### config.mk
export PLATFORM = sky130hd
export DESIGN_NAME = sipo_deser
export DESIGN_NICKNAME = d
export VERILOG_FILES = /design/src/rtl/sipo_deser.sv
export SDC_FILE = /design/constraint.sdc
export NUM_CORES = 1
export LEC_CHECK = 0
export CAP_MARGIN = 15
export CORE_MARGIN = 2
export CORE_UTILIZATION = 54
export CTS_BUF_LIST = sky130_fd_sc_hd__clkbuf_2
export DETAILED_ROUTE_END_ITERATION = 8
export GPL_TIMING_DRIVEN = 0
export PLACE_DENSITY = 0.81
export SLEW_MARGIN = 40
export SYNTH_ARGS = -nofsm -noshare
export SYNTH_HDL_FRONTEND = slang
export SYNTH_SLANG_ARGS = --single-unit
### constraint.sdc
create_clock -name clk -period 2 [get_ports clk]
set_input_delay 0.4 -clock clk [delete_from_list [all_inputs] [get_ports clk]]
set_output_delay 0.4 -clock clk [all_outputs]
set_load 0.05 [all_outputs]
### src/rtl/sipo_deser.sv
// sipo_deser: serial-to-parallel word receiver.
//
// Collects single-bit samples qualified by a_valid, aligns to words using
// the sof marker, and presents each completed W-bit word on a registered
// valid/ready holding register.
//
// Ports:
//   clk        rising-edge clock
//   rst        synchronous reset, active-high
//   a          serial data bit
//   a_valid    a is sampled on this edge when high
//   sof        start of frame (qualified by a_valid); a is bit 0 of a new word
//   y          received word (holding register)
//   y_valid    y holds an unconsumed word
//   y_ready    consumer takes y when y_valid && y_ready
//   overrun    one-cycle pulse: a completed word was dropped (slot busy)
//   frame_err  one-cycle pulse: a partial word was discarded by sof
module sipo_deser #(
  parameter int W         = 8,
  parameter bit MSB_FIRST = 1'b1
) (
  input  logic         clk,
  input  logic         rst,
  input  logic         a,
  input  logic         a_valid,
  input  logic         sof,
  output logic [W-1:0] y,
  output logic         y_valid,
  input  logic         y_ready,
  output logic         overrun,
  output logic         frame_err
);

  localparam int CW = $clog2(W + 1);
  localparam logic [CW-1:0] CNT_LAST = CW'(W);

  typedef enum logic {HUNT, RECV} state_t;

  state_t        state;
  logic [CW-1:0] cnt;
  logic [W-1:0]  sr;

  logic          accept;
  logic          resync;
  logic [CW-1:0] cnt_base;
  logic [CW-1:0] cnt_inc;
  logic          done;
  logic          slot_free;
  logic [W-1:0]  sr_next;

  // In HUNT only a sof bit is taken; in RECV every qualified bit is.
  assign accept    = a_valid && (sof || (state == RECV));
  // sof always restarts the word count; old shift contents need no clearing
  // because W further shifts push them out before the word completes.
  assign cnt_base  = sof ? '0 : cnt;
  assign cnt_inc   = cnt_base + CW'(1);
  assign done      = accept && (cnt_inc == CNT_LAST);
  // A sof arriving mid-word in RECV throws away the partial word.
  assign resync    = a_valid && sof && (state == RECV) && (cnt != '0);
  assign slot_free = !y_valid || y_ready;

  generate
    if (W == 1) begin : g_w1
      assign sr_next = a;
    end else if (MSB_FIRST) begin : g_msb
      assign sr_next = {sr[W-2:0], a};
    end else begin : g_lsb
      assign sr_next = {a, sr[W-1:1]};
    end
  endgenerate

  always_ff @(posedge clk) begin
    if (rst) begin
      state     <= HUNT;
      cnt       <= '0;
      sr        <= '0;
      y         <= '0;
      y_valid   <= 1'b0;
      overrun   <= 1'b0;
      frame_err <= 1'b0;
    end else begin
      overrun   <= 1'b0;
      frame_err <= resync;

      if (accept) begin
        state <= RECV;
        sr    <= sr_next;
        // Wrap at W so back-to-back words stream without another sof.
        cnt   <= done ? '0 : cnt_inc;
      end

      if (done) begin
        if (slot_free) begin
          y       <= sr_next;
          y_valid <= 1'b1;
        end else begin
          // Holding register still owned by the consumer: drop the new word.
          overrun <= 1'b1;
        end
      end else if (y_valid && y_ready) begin
        y_valid <= 1'b0;
      end
    end
  end

endmodule

==> impl_results.md <==
* Initial antenna violation count at 0
* Ant diodes at 0
* Footprint of the multi-input gates at 524 sq um
* Tmin final at 1.92 ns
* Root Buffer: clkbuf_2
* # fillers at 164
* Clock skew at 0.00462 ns
* Core box area at 1760 sq um
* Total of max-cap violations at 0
* CP endpoint kind: output pin
* Rel. slew slack at 0.657
* I/O Pins at 17
* Synth top area share at 0.441
* VDD IR max at 0.488 mV
* Power per cell area at 573 nW/um^2
* Unrepaired setup endpoints after global routing: false
* Worst-Margin Slew at 0.512 ns
* Critical Path Fanout Max at 2
* WS Path Type: register to output pin
* Die Area at 2300 sq um
* Crit-path slowest cell: clkdlybuf4s50_1
* Via count of the routed design at 797
* Routed wire length per instance at 12.3 um
* Initial Util at 0.592
* GP Congestion at 0.728
* GRT overflow at 0
* Syn Inst Count at 111
* Most frequent cell after synthesis: dfxtp_1
* Final Setup Violations at 0
* DRC Markers at 0
* Async S/R FF share, synth at 0
* Fmax at 0.521 GHz
* Slew Viols, Final at 0
* Layout area overhead at 19.5%
* Crit path buf inv count at 1
* Clock Latency Late Sink at 0.32 ns
* Crit path arrival time at 1.52 ns
* Reg clk slew, reported paths at 0.20 ns
* Vias per inst at 5.14
* Status: finished clean
* Mapped cell area at 1040 sq um
* Dpl cell area at 1230 sq um
* Synth area leaders: dfxtp_1 44%, nand2b_2 9.2%, mux2i_1 7.7%, nand2_1 6.5%, a21oi_1 5.3%
* Finished Cell Area at 1250 sq um
* Ys flop type: dfxtp_1
* EDFF count, synth at 0
* Detailed-placement wirelength estimate at 1380 um
* Syn_area_per_cell at 9.41 sq um
* Overall Global Routing Usage at 0.202
* CP startpoint: y[2]
* Pre-antenna DRT Iters at 4
* Number of global-route vias before repair at 740
* Seq/Total Area, Yosys at 0.441
* Slowest cell delay on critical path at 0.81 ns
* Routed Antenna Nets at 0
* Total CTS buffers at 3
* Global-route wire length before repair at 3150 um
* Die width at 48.0 um
* Place WS at 0.0158 ns
* Ratio of cells with drive above 1 in the final layout at 0.200
* CTS tree: built
* WL final at 1910 um
* R2r setup slk at 0.21 ns
* IO Port Bufs at 15
* Register area at 460 sq um
* CP Depth at 1
* Clk sinks at 23
* Dominant cell type by area after synthesis: dfxtp_1
* Final Hold Viols at 0
* Post-CTS setup buffers at 0
* Synthesis Warnings at 0
* Top cells by count, synth: 23 x dfxtp_1, 18 x nand2_1, 11 x a21oi_1, 11 x nand2b_2, 8 x mux2i_1
* Yosys reg bits at 23
* Crit path capture: y[2]
* Final TNS setup at 0 ns
* Largest net degree at the start of global routing at 13
* Distinct cell type count of the synthesized netlist at 31
* Hold slack final at 0.338 ns
* WP data required at 1.60 ns
* Class of the worst hold path: input pin to register
* Syn nets at 118
* Part of the cycle the worst path needs at 0.960
* RR Endpoint: y[4]
* CP Cell Sequence: clkdlybuf4s50_1
* Initial drt markers at 14
* CTS hold repair buffers at 0
* Std cell rows at 15
* CP startpoint kind: register
* Leakage at 0.450 nW
* Crit-path leading delay family: buffers and inverters
* Max Root-Sink Buffers at 2
* R2R depth at 6
* H-tree levels at 1
* RR Startpoint: cnt[0]
* Die Height at 48.0 um
* Final setup margin at 0.0803 ns
* Nets at 138
[layer usage]
metal / GRT usage / wire (um) / vias up
li1: - / - / 411
met1: 0.235 / 832 / 370
met2: 0.352 / 972 / 14
met3: 0.0717 / 88 / 2
met4: 0.0486 / 15 / 0
met5: 0 / 0 / -
[power breakdown]
part | switching (mW) | internal (mW)
Clock | 0.132 | 0.0529
Combinational | 0.0298 | 0.0291
Sequential | 0.00637 | 0.464
Total | 0.169 | 0.546
[worst min-delay path by stage]
stage | cells past startpoint | slack, ns | endpoint | start
6_report | 3 | 0.34 | frame_err | sof
5_1_grt | 3 | 0.34 | frame_err | sof
4_1_cts | 3 | 0.33 | state | sof
3_5_place_dp | 2 | 0.46 | sr[6] | sr[5]
3_3_place_gp | 2 | 0.45 | sr[2] | sr[1]
2_1_floorplan | 2 | 0.44 | sr[6] | sr[5]
[timing repair]
action | CTS | global route
resized for setup | 0 | 1
endpoints found under the hold margin | 0 | 0
endpoints found under the setup margin | 0 | 1
[logic make-up after synthesis]
logic type,Yosys count,share of synthesized area
compound gates,20,0.117
fa+ha+maj,1,0.0120
buf+inv,8,0.0575
flops,23,0.441
mux,8,0.0766
simple gates,51,0.296
[sequential cells by signal (all words and copies together) (netlist names)]
register	cells
overrun	1
y	8
sr	7
state	1
cnt	4
frame_err	1
y_valid	1
[per-stage QoR]
step                      utilization  instances  power [mW]
after floorplan                     -        111       0.519
after global placement          0.695        151       0.537
after detailed placement        0.695        151       0.539
after CTS                       0.706        155       0.722
after global routing            0.708        155       0.745
final                           0.708        155       0.715
[final cells by class]
| cell class | instances | share of cell area |
|---|---|---|
| Multi-Input combinational cell | 80 | 0.420 |
| Sequential cell | 23 | 0.369 |
| Timing Repair Buffer | 15 | 0.122 |
| Buffer | 7 | 0.0451 |
| Tap cell | 25 | 0.0251 |
| Clock buffer | 4 | 0.0160 |
| Inverter | 1 | 0.00301 |
[layout by cell type, fill, tap and decap left out, drive strengths merged, types with 2 or more instances in the layout]
| cell | instances |
|---|---|
| o21ai | 3 |
| nand2b | 12 |
| nor4b | 2 |
| nand2 | 18 |
| buf | 5 |
| a22oi | 2 |
| dfxtp | 23 |
| nand3 | 2 |
| clkbuf | 5 |
| clkdlybuf4s50 | 14 |
| or2b | 5 |
| nor2b | 3 |
| nor2 | 4 |
| mux2i | 8 |
| a21oi | 11 |
Note: power is estimated with default switching activity, not from simulation.
